`config.mk`:
```
export PLATFORM = sky130hd
export DESIGN_NAME = rgb_pwm_fader
export DESIGN_NICKNAME = d
export VERILOG_FILES = /design/src/rtl/rgb_pwm_fader.sv
export SDC_FILE = /design/constraint.sdc
export NUM_CORES = 1
export LEC_CHECK = 0
export CAP_MARGIN = 20
export CORE_UTILIZATION = 30
export CTS_CLUSTER_DIAMETER = 40
export CTS_CLUSTER_SIZE = 10
export DETAILED_ROUTE_END_ITERATION = 8
export HOLD_SLACK_MARGIN = 0.03
export PLACE_DENSITY = 0.47
export REMOVE_ABC_BUFFERS = 1
export SYNTH_ARGS = -nofsm -noshare
export SYNTH_HDL_FRONTEND = slang
export SYNTH_SLANG_ARGS = --single-unit
```
`constraint.sdc`:
```
create_clock -name int_osc -period 6.1 [get_ports int_osc]
set_clock_uncertainty 0.2 [all_clocks]
set_input_delay 1.22 -clock int_osc [delete_from_list [all_inputs] [get_ports int_osc]]
set_output_delay 1.22 -clock int_osc [all_outputs]
set_load 0.02 [all_outputs]
```
`src/rtl/rgb_pwm_fader.sv`:
```
// Three-channel PWM generator with a linear colour-fade sequencer for the SB_RGBA_DRV PWM inputs.
// Optional macro RGB_PWM_FADER_GAMMA_EN squares the compare value for perceptual brightness.
module rgb_pwm_fader #(
    parameter int PWM_BITS  = 8,
    parameter int PRESCALE  = 64,
    parameter int FADE_STEP = 4
) (
    input  logic                    int_osc,
    input  logic                    rst,
    input  logic                    enable,
    input  logic                    target_valid,
    output logic                    target_ready,
    input  logic [3*PWM_BITS-1:0]   target_rgb,
    output logic                    pwm_red,
    output logic                    pwm_green,
    output logic                    pwm_blue,
    output logic                    fade_done
);

    localparam int PRESC_W = (PRESCALE > 1) ? $clog2(PRESCALE) : 1;
    localparam int DIV_W   = (FADE_STEP > 1) ? $clog2(FADE_STEP) : 1;
    localparam logic [PRESC_W-1:0]  PRESC_MAX = PRESC_W'(PRESCALE - 1);
    localparam logic [DIV_W-1:0]    DIV_MAX   = DIV_W'(FADE_STEP - 1);
    localparam logic [PWM_BITS-1:0] CNT_MAX   = {PWM_BITS{1'b1}};

    typedef enum logic [0:0] {
        IDLE = 1'b0,
        FADE = 1'b1
    } state_t;

    state_t                       state_r, state_next_s;
    logic [PRESC_W-1:0]           presc_r;
    logic [PWM_BITS-1:0]          pwm_cnt_r;
    logic [DIV_W-1:0]             fade_div_r;
    logic [2:0][PWM_BITS-1:0]     cur_r, act_r, tgt_r, stepped_s, cmp_s;
    logic                         tick_s, wrap_s, transfer_s;
    logic                         load_tgt_s, clear_div_s, div_inc_s, step_en_s, done_set_s;

    // Move one LSB toward the target; equal channels stay put, so no wrap-around.
    function automatic logic [PWM_BITS-1:0] step_toward(input logic [PWM_BITS-1:0] cur,
                                                        input logic [PWM_BITS-1:0] tgt);
        if (cur < tgt) begin
            return cur + PWM_BITS'(1);
        end else if (cur > tgt) begin
            return cur - PWM_BITS'(1);
        end else begin
            return cur;
        end
    endfunction

    function automatic logic [PWM_BITS-1:0] compare_value(input logic [PWM_BITS-1:0] duty);
`ifdef RGB_PWM_FADER_GAMMA_EN
        logic [2*PWM_BITS-1:0] sq;
        sq = {{PWM_BITS{1'b0}}, duty} * {{PWM_BITS{1'b0}}, duty};
        return sq[2*PWM_BITS-1:PWM_BITS];
`else
        return duty;
`endif
    endfunction

    assign tick_s     = (presc_r == PRESC_MAX);
    assign wrap_s     = tick_s && (pwm_cnt_r == CNT_MAX);
    assign transfer_s = target_valid && target_ready;

    // Per-channel next fade value and PWM compare threshold.
    always_comb begin
        stepped_s = '0;
        cmp_s     = '0;
        for (int i = 0; i < 3; i++) begin
            stepped_s[i] = step_toward(cur_r[i], tgt_r[i]);
            cmp_s[i]     = compare_value(act_r[i]);
        end
    end

    // Sequencer next-state and control decode.
    always_comb begin
        state_next_s = state_r;
        load_tgt_s   = 1'b0;
        clear_div_s  = 1'b0;
        div_inc_s    = 1'b0;
        step_en_s    = 1'b0;
        done_set_s   = 1'b0;
        case (state_r)
            IDLE: begin
                if (transfer_s) begin
                    load_tgt_s = 1'b1;
                    if (target_rgb == cur_r) begin
                        done_set_s = 1'b1;
                    end else begin
                        state_next_s = FADE;
                        clear_div_s  = 1'b1;
                    end
                end else begin
                    state_next_s = IDLE;
                end
            end
            FADE: begin
                if (enable && wrap_s) begin
                    if (fade_div_r == DIV_MAX) begin
                        step_en_s   = 1'b1;
                        clear_div_s = 1'b1;
                        if (stepped_s == tgt_r) begin
                            state_next_s = IDLE;
                            done_set_s   = 1'b1;
                        end else begin
                            state_next_s = FADE;
                        end
                    end else begin
                        div_inc_s = 1'b1;
                    end
                end else begin
                    state_next_s = FADE;
                end
            end
            default: begin
                state_next_s = IDLE;
            end
        endcase
    end

    // Free-running prescaler and PWM period counter.
    always_ff @(posedge int_osc or posedge rst) begin
        if (rst) begin
            presc_r   <= '0;
            pwm_cnt_r <= '0;
        end else if (tick_s) begin
            presc_r   <= '0;
            pwm_cnt_r <= pwm_cnt_r + PWM_BITS'(1);
        end else begin
            presc_r   <= presc_r + PRESC_W'(1);
        end
    end

    // State register and the ready flag it implies.
    always_ff @(posedge int_osc or posedge rst) begin
        if (rst) begin
            state_r      <= IDLE;
            target_ready <= 1'b1;
        end else begin
            state_r      <= state_next_s;
            target_ready <= (state_next_s == IDLE);
        end
    end

    // Target latch, fade divider, current duties and completion pulse.
    always_ff @(posedge int_osc or posedge rst) begin
        if (rst) begin
            tgt_r      <= '0;
            cur_r      <= '0;
            fade_div_r <= '0;
            fade_done  <= 1'b0;
        end else begin
            fade_done <= done_set_s;
            if (load_tgt_s) begin
                tgt_r <= target_rgb;
            end
            if (step_en_s) begin
                cur_r <= stepped_s;
            end
            if (clear_div_s) begin
                fade_div_r <= '0;
            end else if (div_inc_s) begin
                fade_div_r <= fade_div_r + DIV_W'(1);
            end
        end
    end

    // Active duties change only at the period wrap so a period never sees two thresholds.
    always_ff @(posedge int_osc or posedge rst) begin
        if (rst) begin
            act_r     <= '0;
            pwm_red   <= 1'b0;
            pwm_green <= 1'b0;
            pwm_blue  <= 1'b0;
        end else begin
            if (wrap_s) begin
                act_r <= cur_r;
            end
            pwm_red   <= enable & (pwm_cnt_r < cmp_s[2]);
            pwm_green <= enable & (pwm_cnt_r < cmp_s[1]);
            pwm_blue  <= enable & (pwm_cnt_r < cmp_s[0]);
        end
    end

endmodule

```
==> results.ini <==
[outcome]
status = completed

[global_routing]
globalRoute.totalOverflow = 0
grt_pass1_vias = 5600
grt_usage = 0.1778
grt_pass1_wl_um = 32260
grt_start_max_net_pins = 59
antenna_found_initial = 0

[setup_path]
cpMostUsedCell = a21oi_1
critPathLaunchType = register
cp-end-kind = register
timing.critical_path.fanout_max = 12
critPathKind = reg2reg
crit_chain = ha_1 -> a21oi_1 -> a21oi_1 -> nor2_1 -> a211oi_1 -> a2111o_1 -> nor4_2 -> nand4_1 -> nor2b_4
critPathMaxStageDelay_ps = 710
critPathRequiredTime_ps = 6140
critPathArrivalTime_ps = 3960
crit_slowest_cell = dfrtp_1

[clocking]
clk_latency_ps = 360
post_cts.repair.setup_buffers = 0
clockRootBuffer = clkbuf_16
cts_tree = built
cts_max_level = 3
cts_buffers = 9
post_cts_resize_count = 0
clock_sinks = 94
holdBufCountCts = 0
clkTransAtPathRegs_ps = 80
cts_buffer_depth = 2

[placement]
gp_congestion = 0.9100
placed_area_sq_um = 7526
io_buffers = 32
dp_hpwl_um = 15090

[synthesis]
avgSynthCellArea_sq_um = 8.959
yosysTopAreaCell = dfrtp_1
ys_async_sr_fraction = 1.000
yosysUniqueCellTypes = 72
synthTopCellsByArea = dfrtp_1 33%, ha_1 9.7%, xnor2_1 6.9%
synthCells = 779
synth_warnings = 0
yosysMostFrequentCell = dfrtp_1
synth-seq-cells = 94
synth.top_cells.by_count = 93 x dfrtp_1, 61 x nand2_1, 55 x xnor2_1
synth-edff-count = 0
yosysTopAreaCellShare = 0.3335
ys.flop_type = dfrtp_1
netlist_area_sq_um = 6979
ys_seq_area_frac = 0.3372

[die]
core-area_sq_um = 22710
num_io_pins = 33
rows = 55
die_w_um = 154.5
fp.dieH_um = 154.5
initial_core_util = 0.3073
dieArea_sq_um = 23880

[timing]
setup-violations-final = 0
final_hold_viol_count = 0
fin_crit_ps = 3927
tightestPinTransition_ps = 871.5
fmax_mhz = 254.7
slew_headroom = 0.4169
period_share = 0.6437
setup-tns-final_ps = 0
rsz0062_at_grt = no
slew_violations = 0

[drt]
drc = 0
first_pass_iters = 5
drtAntennaViolNets = 0
routed_wl_um = 20180
wl_per_cell_um = 18.68
avgViaCountPerCell = 5.353
vias = 5781
drtIter0Drc = 347

[finish]
syn_to_final_growth_pct = 12.39
final_cell_area_sq_um = 7844
drive_gt1_frac = 0.09686
nets = 872
diodes = 0

[pwr]
leakagePower_nw = 3.327
peakVddDrop_mv = 0.1155
pwr_density_cell_nw_per_um2 = 236.0

[job]
cap_violations = 0

[hold_path]
hold_class = reg2reg

## worst max-delay path: cells and delay by family (launching register included)
family	cells	cell delay [ps]
AND/OR/NAND/NOR	4	1300
AO/OA/AOI/OAI	4	1220
flip-flops	1	710
adder cells (fa/ha/maj)	1	370
## per-layer routing
layer / track usage / vias to the layer above / share of wire
met3: 0.02718 / 34 / 0.039
met2: 0.2657 / 149 / 0.44
li1: - / 2814 / -
met1: 0.2548 / 2784 / 0.49
met5: 0 / - / 0
met4: 0.07214 / 0 / 0.026
## sequential cells by signal, summed over array words and instances (netlist names)
name and cells:
pwm_cnt_r 8, target_ready 1, fade_done 1, tgt_r 24, cur_r 24, pwm_green 1
presc_r 6, act_r 24, state_r 1, pwm_red 1, fade_div_r 2, pwm_blue 1
## cells in the final DEF (no fill, tap or decap), types with 9 or more instances in the layout
master           synthesis  routed
ha_1                    54      54
nand3_1                 36      36
dfrtp_1                 93      93
o21ai_0                 54      54
nor4_1                  12      12
or3_1                   11      11
and3_1                  10      10
clkdlybuf4s50_1          0      32
nand2_1                 61      61
nand4_1                 23      23
mux2_2                  29      29
xnor2_1                 55      55
nor2_1                  36      35
clkbuf_16                0       9
inv_1                   53      52
o211ai_1                 9       9
xor2_1                  27      27
a21o_1                  16      16
nor3_1                  22      22
a21oi_1                 38      38
## per-stage QoR
| step | hold slack (ps) | cells | util | setup WS (ps) | total power, W |
|---|---|---|---|---|---|
| floorplan | 243.0 | 742 | - | 2100 | 0.001082 |
| detailed placement | 274.1 | 1064 | 0.3314 | 2303 | 0.001238 |
| global route | 319.4 | 1080 | 0.3454 | 2073 | 0.001958 |
| CTS | 282.2 | 1080 | 0.3454 | 2278 | 0.001868 |
| global placement | 262.4 | 1064 | 0.3314 | 2353 | 0.001239 |
| finish | 278.7 | 1080 | 0.3454 | 2173 | 0.001851 |
## where the power goes
group,internal [W],switching (W),total [W]
Clock,0.000329,0.000294,0.000622
Sequential,0.000675,0.0000707,0.000746
Combinational,0.000208,0.000275,0.000483
## area by class of cell
class                   count  area [sq um]
clock buffers               9         225.2
flip-flops and latches     94          2354
well taps                 285         356.6
multi-input cells         595          4257
repair buffers             37         357.8
fillers                  2385         14870
inverters                  53         201.4
clock inverters             7         92.59
## cells by family (layout without fill, tap and decap cells)
family	count (synthesis)	after routing	share of synthesized area
AO/OA/AOI/OAI	172	172	0.1614
XOR/XNOR	83	83	0.1052
adder cells (fa/ha/maj)	54	54	0.09681
buffers and inverters	90	106	0.05324
flip-flops	94	94	0.3372
multiplexers	32	32	0.05109
AND/OR/NAND/NOR	254	254	0.1951
## path summary, 6_finish.rpt
path / startpoint / end / slack [ps] / cells past startpoint
max reg2reg: cur_r[3]$_DFFE_PP0P_ / state_r$_DFF_PP0_ / 2170 / 9
min: presc_r[5]$_DFF_PP0_ / presc_r[5]$_DFF_PP0_ / 280 / 1
max: cur_r[3]$_DFFE_PP0P_ / state_r$_DFF_PP0_ / 2170 / 9
min reg2reg: presc_r[5]$_DFF_PP0_ / presc_r[5]$_DFF_PP0_ / 280 / 1
min in group asynchronous: rst / cur_r[7]$_DFFE_PP0P_ / 1160 / 2
max in group asynchronous: rst / cur_r[12]$_DFFE_PP0P_ / 3530 / 3
No activity file was read; power rests on OpenSTA's default activity.
